File: config.mk
export PLATFORM = sky130hd
export DESIGN_NAME = arm_if_id_ex_mem_slice
export DESIGN_NICKNAME = d
export VERILOG_FILES = /design/src/rtl/arm_if_id_ex_mem_slice.sv
export SDC_FILE = /design/constraint.sdc
export NUM_CORES = 1
export LEC_CHECK = 0
export ABC_AREA = 1
export CAP_MARGIN = 20
export CORE_UTILIZATION = 35
export DETAILED_ROUTE_END_ITERATION = 8
export GPL_ROUTABILITY_DRIVEN = 0
export PLACE_DENSITY_LB_ADDON = 0.15
export SETUP_SLACK_MARGIN = 0.05
export SYNTH_ARGS = -nofsm -noshare
export SYNTH_HDL_FRONTEND = slang
export SYNTH_SLANG_ARGS = --single-unit
File: constraint.sdc
create_clock -name Clk -period 1.5 [get_ports Clk]
set_input_delay 0.15 -clock Clk [delete_from_list [all_inputs] [get_ports Clk]]
set_output_delay 0.15 -clock Clk [all_outputs]
set_load 0.005 [all_outputs]
File: src/rtl/arm_if_id_ex_mem_slice.sv
// ---------------------------------------------------------------------------
// arm_if_id_ex_mem_slice
//   Three pieces of the ARM pipeline bundled in one block:
//     - fetch-stage PC incrementer (combinational)
//     - ID-stage control-unit decoder (combinational)
//     - EX/MEM control pipeline register (async active-low reset)
//
// Ports
//   Clk, Reset               : clock; asynchronous active-low reset
//   PC / NextPC              : current PC in, PC + PC_INCREMENT out
//   instruction              : ID-stage instruction word
//   ID_*                     : decoded control signals and 3-char ASCII mnemonic
//   EX_* / MEM_*             : EX-stage controls in, registered MEM copies out
// ---------------------------------------------------------------------------
module arm_if_id_ex_mem_slice #(
    parameter int unsigned PC_INCREMENT = 4
) (
    input  logic        Clk,
    input  logic        Reset,

    input  logic [31:0] PC,
    output logic [31:0] NextPC,

    input  logic [31:0] instruction,
    output logic        ID_S_bit,
    output logic        ID_load_instr,
    output logic        ID_RF_enable,
    output logic        ID_B_instr,
    output logic        ID_load_store_instr,
    output logic        ID_size,
    output logic        ID_BL_instr,
    output logic [1:0]  ID_shift_AM,
    output logic [3:0]  ID_alu_op,
    output logic [7:0]  ID_mnemonic0,
    output logic [7:0]  ID_mnemonic1,
    output logic [7:0]  ID_mnemonic2,

    input  logic        EX_load_store_instr,
    input  logic        EX_size,
    input  logic        EX_RF_enable,
    input  logic        EX_load_instr,
    output logic        MEM_load_store_instr,
    output logic        MEM_size,
    output logic        MEM_RF_enable,
    output logic        MEM_load_instr
);

    localparam int unsigned XLEN   = 32;
    localparam int unsigned ALU_W  = 4;
    localparam int unsigned AM_W   = 2;
    localparam int unsigned MN_W   = 24;

    // Shifter / addressing-mode selects
    localparam logic [AM_W-1:0] AM_IMM_ROT  = 2'b00;
    localparam logic [AM_W-1:0] AM_REG_SHFT = 2'b01;
    localparam logic [AM_W-1:0] AM_LS_IMM   = 2'b10;
    localparam logic [AM_W-1:0] AM_LS_REG   = 2'b11;

    // ALU operation codes
    localparam logic [ALU_W-1:0] ALU_ADD = 4'b0000;
    localparam logic [ALU_W-1:0] ALU_ADC = 4'b0001;
    localparam logic [ALU_W-1:0] ALU_SUB = 4'b0010;
    localparam logic [ALU_W-1:0] ALU_SBC = 4'b0011;
    localparam logic [ALU_W-1:0] ALU_RSB = 4'b0100;
    localparam logic [ALU_W-1:0] ALU_RSC = 4'b0101;
    localparam logic [ALU_W-1:0] ALU_AND = 4'b0110;
    localparam logic [ALU_W-1:0] ALU_ORR = 4'b0111;
    localparam logic [ALU_W-1:0] ALU_EOR = 4'b1000;
    localparam logic [ALU_W-1:0] ALU_MOV = 4'b1010;
    localparam logic [ALU_W-1:0] ALU_MVN = 4'b1011;
    localparam logic [ALU_W-1:0] ALU_BIC = 4'b1100;

    // Instruction class field [27:25]
    localparam logic [2:0] CLS_DP_REG = 3'b000;
    localparam logic [2:0] CLS_DP_IMM = 3'b001;
    localparam logic [2:0] CLS_LS_IMM = 3'b010;
    localparam logic [2:0] CLS_LS_REG = 3'b011;
    localparam logic [2:0] CLS_BRANCH = 3'b101;

    // ------------------------------------------------------------------
    // Fetch-stage PC incrementer; carry out is dropped so the PC wraps.
    // ------------------------------------------------------------------
    always_comb begin
        NextPC = PC + XLEN'(PC_INCREMENT);
    end

    // ------------------------------------------------------------------
    // Data-processing opcode to ALU operation
    // ------------------------------------------------------------------
    function automatic logic [ALU_W-1:0] dp_alu_op(input logic [3:0] opcode);
        logic [ALU_W-1:0] op;
        case (opcode)
            4'b0000: op = ALU_AND;
            4'b0001: op = ALU_EOR;
            4'b0010: op = ALU_SUB;
            4'b0011: op = ALU_RSB;
            4'b0100: op = ALU_ADD;
            4'b0101: op = ALU_ADC;
            4'b0110: op = ALU_SBC;
            4'b0111: op = ALU_RSC;
            4'b1000: op = ALU_AND;   // TST
            4'b1001: op = ALU_EOR;   // TEQ
            4'b1010: op = ALU_SUB;   // CMP
            4'b1011: op = ALU_ADD;   // CMN
            4'b1100: op = ALU_ORR;
            4'b1101: op = ALU_MOV;
            4'b1110: op = ALU_BIC;
            default: op = ALU_MVN;
        endcase
        return op;
    endfunction

    // ------------------------------------------------------------------
    // Data-processing opcode to 3-character ASCII mnemonic
    // ------------------------------------------------------------------
    function automatic logic [MN_W-1:0] dp_mnemonic(input logic [3:0] opcode);
        logic [MN_W-1:0] mn;
        case (opcode)
            4'b0000: mn = "AND";
            4'b0001: mn = "EOR";
            4'b0010: mn = "SUB";
            4'b0011: mn = "RSB";
            4'b0100: mn = "ADD";
            4'b0101: mn = "ADC";
            4'b0110: mn = "SBC";
            4'b0111: mn = "RSC";
            4'b1000: mn = "TST";
            4'b1001: mn = "TEQ";
            4'b1010: mn = "CMP";
            4'b1011: mn = "CMN";
            4'b1100: mn = "ORR";
            4'b1101: mn = "MOV";
            4'b1110: mn = "BIC";
            default: mn = "MVN";
        endcase
        return mn;
    endfunction

    // ------------------------------------------------------------------
    // ID-stage decoder. Condition field [31:28] plays no part.
    // ------------------------------------------------------------------
    logic [2:0]      cls;
    logic [3:0]      opcode;
    logic            is_nop;
    logic            mult_ext;   // 000 with bit7 & bit4: multiply / extra load-store space
    logic [MN_W-1:0] mnemonic;

    always_comb begin
        cls      = instruction[27:25];
        opcode   = instruction[24:21];
        is_nop   = (instruction == '0);
        mult_ext = instruction[7] & instruction[4];

        ID_S_bit            = 1'b0;
        ID_load_instr       = 1'b0;
        ID_RF_enable        = 1'b0;
        ID_B_instr          = 1'b0;
        ID_load_store_instr = 1'b0;
        ID_size             = 1'b0;
        ID_BL_instr         = 1'b0;
        ID_shift_AM         = AM_IMM_ROT;
        ID_alu_op           = ALU_ADD;
        mnemonic            = "UND";

        if (is_nop) begin
            mnemonic = "NOP";
        end else begin
            case (cls)
                CLS_DP_REG, CLS_DP_IMM: begin
                    if (cls == CLS_DP_IMM || !mult_ext) begin
                        ID_S_bit     = instruction[20];
                        ID_shift_AM  = (cls == CLS_DP_IMM) ? AM_IMM_ROT : AM_REG_SHFT;
                        // Compare/test opcodes (10xx) only update flags.
                        ID_RF_enable = (opcode[3:2] != 2'b10);
                        ID_alu_op    = dp_alu_op(opcode);
                        mnemonic     = dp_mnemonic(opcode);
                    end
                end
                CLS_LS_IMM, CLS_LS_REG: begin
                    ID_load_store_instr = 1'b1;
                    ID_load_instr       = instruction[20];
                    ID_size             = instruction[22];
                    ID_RF_enable        = instruction[20];
                    ID_shift_AM         = (cls == CLS_LS_IMM) ? AM_LS_IMM : AM_LS_REG;
                    // U bit selects add or subtract of the offset.
                    ID_alu_op           = instruction[23] ? ALU_ADD : ALU_SUB;
                    mnemonic            = instruction[20] ? "LDR" : "STR";
                end
                CLS_BRANCH: begin
                    ID_B_instr   = 1'b1;
                    ID_BL_instr  = instruction[24];
                    ID_RF_enable = instruction[24];   // link register write
                    mnemonic     = instruction[24] ? "BL " : "B  ";
                end
                default: begin
                    mnemonic = "UND";
                end
            endcase
        end

        ID_mnemonic0 = mnemonic[23:16];
        ID_mnemonic1 = mnemonic[15:8];
        ID_mnemonic2 = mnemonic[7:0];
    end

    // ------------------------------------------------------------------
    // EX/MEM control register: one-cycle copy, cleared asynchronously.
    // ------------------------------------------------------------------
    always_ff @(posedge Clk or negedge Reset) begin
        if (!Reset) begin
            MEM_load_store_instr <= 1'b0;
            MEM_size             <= 1'b0;
            MEM_RF_enable        <= 1'b0;
            MEM_load_instr       <= 1'b0;
        end else begin
            MEM_load_store_instr <= EX_load_store_instr;
            MEM_size             <= EX_size;
            MEM_RF_enable        <= EX_RF_enable;
            MEM_load_instr       <= EX_load_instr;
        end
    end

endmodule

# ---- Word-level counts from Yosys, hierarchy flattened
# Memories as Yosys holds them, arrays and structs flattened.
# Cells that the tools add are included.
dict set report op_classes {
  n_reduce_logical 6
  n_eq_ne 5
  bitwise 1
  n_addsub 1
  muxes 30
}
# cell n
set op_table {}
lappend op_table {{24-bit one-hot mux with 3 select lines} 1}
lappend op_table {{24-bit two-way mux} 2}
lappend op_table {{32-bit by 3-bit adder with 32-bit output, second input constant} 1}
lappend op_table {{32-bit logical NOT} 1}
lappend op_table {{21-bit two-way mux} 1}
lappend op_table {{1-bit two-way mux} 18}
lappend op_table {{15-bit two-way mux} 1}
lappend op_table {{4-bit two-way mux} 2}
lappend op_table {{4-bit one-hot mux with 2 select lines} 1}
lappend op_table {{3-bit by 2-bit equality test with 1-bit output, second input constant} 2}
lappend op_table {{2-bit two-way mux} 2}
lappend op_table {{2-bit one-hot mux with 2 select lines} 1}
lappend op_table {{2-bit OR reduction} 2}
lappend op_table {{3-bit by 1-bit equality test with 1-bit output, second input constant} 1}
lappend op_table {{3-bit equality test, second input constant} 1}
lappend op_table {{3-bit logical NOT} 1}
lappend op_table {{1-bit one-hot mux with 3 select lines} 1}
lappend op_table {{2-bit != test, second input constant} 1}
lappend op_table {{1-bit AND} 1}
lappend op_table {{1-bit logical NOT} 1}
lappend op_table {{1-bit logical OR} 1}
dict set report word_totals {
  romBits 304
  wordCells 49
  memories 2
  output_inout_bits 73
  in_bits 70
  ff_bits 4
}
# memory depth word_bits rd rd_clocked_by_memory_dff wr line
set memory_table {}
lappend memory_table {{(name not given)} 16 15 1 0 0 118} ;# case (opcode)
lappend memory_table {{(name not given)} 16 4 1 0 0 92} ;# case (opcode)

# ---- Longest topological paths before layout
# Gate-level depths: netlist of the first run.
dict set report depth {
  ltp_word 6
  mapped_depth 9
  ltp_nobuf 9
}

# ---- Worst setup path after synthesis of the first run
# OpenSTA, ideal clock, no wires.
dict set report synth_path {
  path_type {input -> output}
  from {input PC[2]}
  to {output NextPC[16]}
  slack_ns 0.312
  t_required_ns 1.350
  n_path_buf 0
  arrival_ns 1.038
  stages 7
  path_cell_list {ha_1 > inv_1 > nor2_4 > inv_1 > nor2_4 > nand3_1 > xnor2_1}
}
dict set report synth_via {
  elab_chain_cells 1
}
# element line
set synth_rtl {}
lappend synth_rtl {{start, declared} 21} ;# input logic [31:0] PC,
lappend synth_rtl {{32-bit by 3-bit adder with 32-bit output} 84} ;# NextPC = PC + XLEN'(PC_INCREMENT);
lappend synth_rtl {{end, declared} 22} ;# output logic [31:0] NextPC,
# No other way between the ends.

# ---- Worst setup path in the final report of the first run
dict set report layout_path {
  from {input instruction[21]}
  to {output ID_mnemonic1[1]}
}
dict set report layout_via {
  elab_chain_cells 4
  word_cells_on_any_way 5
  classes_between {3 x mux; 1 x reduce/logical; 1 x memory}
}
# element line
set layout_rtl {}
lappend layout_rtl {{start, declared} 24} ;# input logic [31:0] instruction,
lappend layout_rtl {{memory 16 x 15 bit} n/a}
lappend layout_rtl {{24-bit two-way mux} 170} ;# if (cls == CLS_DP_IMM || !mult_ext) begin
lappend layout_rtl {{24-bit one-hot mux with 3 select lines} 168} ;# case (cls)
lappend layout_rtl {{24-bit two-way mux (*)} 165} ;# if (is_nop) begin
lappend layout_rtl {{end, declared} 35} ;# output logic [7:0] ID_mnemonic1,
# Mark *: on every way between the ends. The rest lies on a longest branch, timed or not.

==> Implementation_results.wiki, run 1 <==
{| class="wikitable"
! Metric !! Value
|-
| Run status || complete, but fails checks
|-
| Failing checks || setup timing
|-
| Share of the synthesized area in compound gates (AO/OA/AOI/OAI) || 8.26%
|-
| Mux cell area share after synthesis || 0%
|-
| Count of input and output buffers || 133
|-
| Clock tree from TritonCTS || built
|-
| Top-count cell post-synth || sky130_fd_sc_hd__nand2_1
|-
| Data arrival at the endpoint of the critical path || 1.50 ns
|-
| Library cell with the largest summed area after synthesis || sky130_fd_sc_hd__nand2_1
|-
| Synthesized netlist cell count || 383
|-
| Proportion of layout cells with a drive suffix above 1 || 56.7%
|-
| I/O pin count || 143
|-
| Ys async rst share || 100%
|-
| First-pass GRT wire length || 19,200 µm
|-
| Class of the tightest hold or removal check || in2async
|-
| Synth top area share || 28.9%
|-
| Number of CTS-inserted buffers || 3
|-
| Total core area || 5200 µm²
|-
| Max-capacitance violation count || 0
|-
| GR Overflow Total || 0
|-
| Final hold violation count || 0
|-
| Avg Vias per Cell || 6.09
|-
| Simple logic cell fraction of the synthesized area || 61.5%
|-
| Initial antenna violation count || 1
|-
| Starting utilization of the core area || 37.2%
|-
| Number of max-slew violations in the final report || 0
|-
| Final Cell Area || 4790 µm²
|-
| Total of warnings raised by yosys || 0
|-
| Kind of end point of the critical path || primary output
|-
| Path type of the worst setup path || in2out
|-
| Areal power density over the cells || 318 nW/µm²
|-
| Count of inserted antenna diode cells || 0
|-
| Pin count of the biggest net entering global routing || 13
|-
| Post-layout net count || 725
|-
| Layout fillers || 215
|-
| Area delta synth->final || 147%
|-
| H-tree level count || 1
|-
| Maximum buffer depth of the clock tree || 2
|-
| Via Count || 4,351
|-
| HPWL reported at the end of detailed placement || 6960 µm
|-
| Die height || 76.4 µm
|-
| Worst setup slack after layout || -0.146 ns
|-
| Average cell area after synthesis || 5.06 µm²
|-
| Post-detailed-routing wire length || 15,300 µm
|-
| Flip-flop cell with the highest count after synthesis || sky130_fd_sc_hd__dfrtp_1
|-
| Maximum achievable frequency || 607 MHz
|-
| Average wire per standard cell || 21.4 µm
|-
| Total routing resource utilization after global routing || 40.9%
|-
| Initial drt markers || 382
|-
| LEAKAGE || 2.44 nW
|-
| Largest driver fanout on the critical path || 4
|-
| Leading post-synthesis cells by instance count || sky130_fd_sc_hd__nand2_1, sky130_fd_sc_hd__nor2_1, sky130_fd_sc_hd__inv_1
|-
| CTS sink cnt || 4
|-
| Adder and majority gate portion of the synthesized area || 5.16%
|-
| Number of enable flip-flop cells after synthesis || 0
|-
| Seq. cell area || 100 µm²
|-
| Hold-fix buffer count after cts || 0
|-
| Count of standard-cell rows || 26
|-
| Root buffer cell || sky130_fd_sc_hd__clkbuf_8
|-
| Main combinational cell family by area after synthesis || simple AND/OR/NAND/NOR gates
|-
| Period utilization || 110%
|-
| Worst hold slack across all endpoints || 0.141 ns
|-
| RSZ-0062 raised after global routing || true
|-
| Power after layout || 1.52 mW
|-
| Share of the yosys chip area belonging to registers || 5.16%
|-
| First-pass iteration count of the detailed router || 7
|-
| Register bit total from synthesis || 4
|-
| Final-report setup violation count || 11
|-
| Top area cells in the synthesized netlist || sky130_fd_sc_hd__nand2_1, sky130_fd_sc_hd__nor2_1, sky130_fd_sc_hd__inv_1
|-
| Time the final worst path needs with I/O delays and setup || 1.65 ns
|-
| Area share of xor/xnor cells in the synthesized design || 7.23%
|-
| WP data required || 1.35 ns
|-
| Standard cell area after detailed placement || 3870 µm²
|-
| Vias in the first global route || 3,948
|-
| Yosys cell types || 28
|-
| Clock transition at the register clock pins on the worst setup and hold paths after CTS || 0.03 ns
|-
| Setup tns final || -0.459 ns
|-
| Floorplan die width || 76.4 µm
|-
| Pre-CTS WS || -0.777 ns
|-
| Worst vdd rail ir drop || 0.357 mV
|-
| DIE AREA || 5840 µm²
|-
| Area taken by multi-input logic gates || 2250 µm²
|-
| DRC violations left || 0
|-
| Cell Area, Synth || 1940 µm²
|-
| Number of nets with antenna violations after routing || 0
|-
| Critical path startpoint category || input port
|}
through the flow:
step / cells / util [%]
floorplan: 386 / -
finish: 715 / 92.1
detailed placement: 656 / 74.4
CTS: 713 / 85.0
global placement: 656 / 74.4
global route: 715 / 92.1
flip-flops by register name, summed over array words and instances (netlist names):
register              flops
MEM_load_instr            1
MEM_RF_enable             1
MEM_load_store_instr      1
MEM_size                  1
area by class of cell:
class | count | share of cell area (%)
Tap cell | 70 | 1.83
Multi-Input combinational cell | 332 | 47.0
Inverter | 36 | 3.24
Sequential cell | 4 | 2.09
Timing Repair Buffer | 270 | 45.0
Clock buffer | 3 | 0.862
how the worst max path moves through the flow:
stage	startpoint	to	slack [ns]	cells past startpoint
final	instruction[21]	ID_mnemonic1[1]	-0.15	9
after global routing	PC[30]	NextPC[31]	-0.26	9
after CTS	PC[19]	NextPC[28]	0.02	11
after detailed placement	instruction[22]	ID_alu_op[3]	-0.78	11
after global placement	instruction[22]	ID_alu_op[3]	-0.74	11
after floorplan	PC[2]	NextPC[16]	0.31	7
power breakdown:
group / switching, mW / total (mW) / internal (mW) / leakage (nW)
clock network: 0.0563 / 0.227 / 0.171 / 0.0216
logic: 0.625 / 1.18 / 0.554 / 2.37
registers: 0.00151 / 0.116 / 0.114 / 0.0466
worst max-delay path: stages:
cell,delay (ns)
sky130_fd_sc_hd__buf_8,0.10
sky130_fd_sc_hd__buf_6,0.13
sky130_fd_sc_hd__buf_6,0.13
sky130_fd_sc_hd__o21ai_0,0.41
sky130_fd_sc_hd__nand2_1,0.14
sky130_fd_sc_hd__nand2_1,0.17
sky130_fd_sc_hd__o21ai_4,0.10
sky130_fd_sc_hd__nand2_4,0.07
sky130_fd_sc_hd__buf_6,0.09
kinds of logic after synthesis:
group	after synthesis
flops	4
buf+inv	50
fa+ha+maj	8
other cells	2
xor+xnor	16
compound gates	29
simple gates	274
placed cells by master (no fill, tap or decap), types with 15 or more instances in the layout:
cell type / count
sky130_fd_sc_hd__nor2_1: 23
sky130_fd_sc_hd__nand2_4: 18
sky130_fd_sc_hd__nand2_2: 29
sky130_fd_sc_hd__nand3_1: 15
sky130_fd_sc_hd__buf_6: 28
sky130_fd_sc_hd__nor2_2: 26
sky130_fd_sc_hd__nor2_4: 31
sky130_fd_sc_hd__dlygate4sd2_1: 25
sky130_fd_sc_hd__clkdlybuf4s50_1: 17
sky130_fd_sc_hd__nand2_1: 105
sky130_fd_sc_hd__buf_4: 120
sky130_fd_sc_hd__buf_2: 42
sky130_fd_sc_hd__inv_1: 17
sky130_fd_sc_hd__clkdlybuf4s15_1: 17
what timing repair did:
action / CTS / global route
endpoints found under the setup margin: 62 / 48
buffers inserted: 54 / 5
gates resized for setup: 434 / 154
pin swaps: 92 / 73
layer usage:
layer | track usage [%] | routed length, µm | share of wire [%] | vias up
met2 | 78.0 | 7060 | 46 | 522
met1 | 40.6 | 4500 | 29 | 1894
li1 | - | - | - | 1710
met4 | 26.5 | 1910 | 12 | 0
met3 | 6.11 | 1830 | 12 | 225
met5 | 0 | 0 | 0 | -
Note: power is estimated with default switching activity, not from simulation.
==> run 2, diff against run 1 <==
RECOVER_POWER = 50   (was default)
==> Implementation_results.wiki, run 2 (synthesized netlist as in run 1, its figures left out) <==
{| class="wikitable"
! Metric !! Value
|-
| Run status || complete, but fails checks
|-
| Failing checks || setup timing
|-
| Layout fillers || 224 (+4.2%)
|-
| Vias in the first global route || 3,948 (unchanged)
|-
| DRC violations left || 0 (unchanged)
|-
| Period utilization || 110% (+0.58 points)
|-
| Final hold violation count || 0 (unchanged)
|-
| First-pass iteration count of the detailed router || 6 (-1)
|-
| Area taken by multi-input logic gates || 2250 µm² (-0.33%)
|-
| Post-detailed-routing wire length || 15,200 µm (-0.72%)
|-
| Time the final worst path needs with I/O delays and setup || 1.65 ns (+0.00863 ns)
|-
| CTS sink cnt || 4 (unchanged)
|-
| LEAKAGE || 2.42 nW (-0.78%)
|-
| Number of CTS-inserted buffers || 3 (unchanged)
|-
| Clock network fraction of design power || 15.0% (about the same)
|-
| Root buffer cell || sky130_fd_sc_hd__clkbuf_8
|-
| Maximum achievable frequency || 604 MHz (-0.52%)
|-
| Total routing resource utilization after global routing || 40.9% (unchanged)
|-
| Max-capacitance violation count || 0 (unchanged)
|-
| Largest driver fanout on the critical path || 4 (unchanged)
|-
| Number of nets with antenna violations after routing || 0 (unchanged)
|-
| Path type of the worst setup path || in2out
|-
| Data arrival at the endpoint of the critical path || 1.50 ns (about the same)
|-
| Maximum buffer depth of the clock tree || 2 (unchanged)
|-
| Starting utilization of the core area || 37.2% (unchanged)
|-
| Critical path startpoint category || input port
|-
| Hold-fix buffer count after cts || 0 (unchanged)
|-
| WP data required || 1.35 ns (about the same)
|-
| H-tree level count || 1 (unchanged)
|-
| Proportion of layout cells with a drive suffix above 1 || 55.5% (-1.2 points)
|-
| Kind of end point of the critical path || primary output
|-
| Avg Vias per Cell || 6.03 (-0.99%)
|-
| GR Overflow Total || 0 (unchanged)
|-
| I/O pin count || 143 (unchanged)
|-
| Area delta synth->final || 146%
|-
| Power after layout || 1.51 mW (-0.97%)
|-
| Initial drt markers || 462 (+21%)
|-
| Switching Fraction || 45.1% (+0.17 points)
|-
| Via Count || 4,308 (-0.99%)
|-
| DIE AREA || 5840 µm² (unchanged)
|-
| Count of standard-cell rows || 26 (unchanged)
|-
| Initial antenna violation count || 1 (unchanged)
|-
| Final-report setup violation count || 12 (+1)
|-
| Class of the tightest hold or removal check || in2async
|-
| Transition time of the tightest slew-check pin || 0.489 ns
|-
| First-pass GRT wire length || 19,200 µm (unchanged)
|-
| Worst hold slack across all endpoints || 0.209 ns (+0.0675 ns)
|-
| Total internal power || 0.828 mW (-1.3%)
|-
| Clock transition at the register clock pins on the worst setup and hold paths after CTS || 0.03 ns (about the same)
|-
| Seq. cell area || 100 µm² (unchanged)
|-
| Areal power density over the cells || 316 nW/µm² (-0.56%)
|-
| Part of the total power dissipated in combinational logic || 77.3% (-0.2 points)
|-
| Pin count of the biggest net entering global routing || 13 (unchanged)
|-
| Total core area || 5200 µm² (unchanged)
|-
| HPWL reported at the end of detailed placement || 6960 µm (unchanged)
|-
| Most used cells in the layout excluding fill and tap cells || sky130_fd_sc_hd__buf_4, sky130_fd_sc_hd__nand2_1, sky130_fd_sc_hd__buf_2
|-
| Clock tree from TritonCTS || built
|-
| Floorplan die width || 76.4 µm (unchanged)
|-
| Post-layout net count || 725 (unchanged)
|-
| Worst setup slack after layout || -0.155 ns (-0.00863 ns)
|-
| Count of input and output buffers || 133 (unchanged)
|-
| Die height || 76.4 µm (unchanged)
|-
| Switching power || 0.679 mW (-0.59%)
|-
| Relative slew slack || 67.0%
|-
| Most common cell after layout, fill and taps aside || sky130_fd_sc_hd__buf_4
|-
| Relative contribution of sequential cells to total power || 7.7% (about the same)
|-
| Worst vdd rail ir drop || 0.347 mV (-2.6%)
|-
| Count of inserted antenna diode cells || 0 (unchanged)
|-
| Number of max-slew violations in the final report || 0 (unchanged)
|-
| RSZ-0062 raised after global routing || true
|-
| Setup tns final || -0.533 ns (-0.0745 ns)
|-
| Average wire per standard cell || 21.2 µm (-0.72%)
|}
==> run 2: power groups by stage <==
stage | Sequential, mW | Combinational, mW | Clock [mW]
after floorplan | 0.118 | 0.314 | 0
after global placement | 0.116 | 0.909 | 0
after detailed placement | 0.117 | 0.919 | 0
after CTS | 0.116 | 0.931 | 0.223
after global routing | 0.116 | 1.22 | 0.236
final | 0.115 | 1.17 | 0.227
==> run 2: layer usage <==
layer  vias to the layer above  share of wire [%]  GRT usage (%)
li1                       1712                  -              -
met2                       500                 47           78.0
met4                         0                 12           26.5
met3                       210                 11           6.11
met1                      1886                 30           40.6
met5                         -                  0              0
==> run 2: worst max-delay path: stages <==
cell	delay, ns
sky130_fd_sc_hd__buf_8	0.10
sky130_fd_sc_hd__buf_6	0.13
sky130_fd_sc_hd__buf_6	0.13
sky130_fd_sc_hd__o21ai_0	0.42
sky130_fd_sc_hd__nand2_1	0.14
sky130_fd_sc_hd__nand2_1	0.17
sky130_fd_sc_hd__o21ai_4	0.10
sky130_fd_sc_hd__nand2_4	0.07
sky130_fd_sc_hd__buf_6	0.09
==> run 2: timing repair <==
action                     4_1_cts  5_1_grt
pin swaps                       92       73
setup buffers                   54        5
resized for setup              434      154
setup endpoints to repair       62       48
==> run 2: path summary, 6_finish.rpt <==
kind                                  from                             end  slack, ns  cells past startpoint
worst max-delay path       instruction[21]                 ID_mnemonic1[1]      -0.15                      9
max in group asynchronous            Reset              MEM_size$_DFF_PN0_       1.12                      1
worst min-delay path                 Reset  MEM_load_store_instr$_DFF_PN0_       0.21                      1
min in group Clk                     PC[1]                       NextPC[1]       0.30                      0
==> run 2: layout make-up <==
cell class	count	share of cell area, %
Timing Repair Buffer	270	44.9
Clock buffer	3	0.865
Tap cell	70	1.84
Sequential cell	4	2.10
Inverter	36	3.25
Multi-Input combinational cell	332	47.1
==> run 2: stage by stage <==
step	std cells	util [%]	setup slack (ns)	area, µm²
floorplan	386	-	0.312	1950
global placement	656	74.4	-0.735	3870
detailed placement	656	74.4	-0.777	3870
CTS	713	85.0	0.0224	4420
global route	715	91.7	-0.256	4770
finish	715	91.7	-0.155	4770
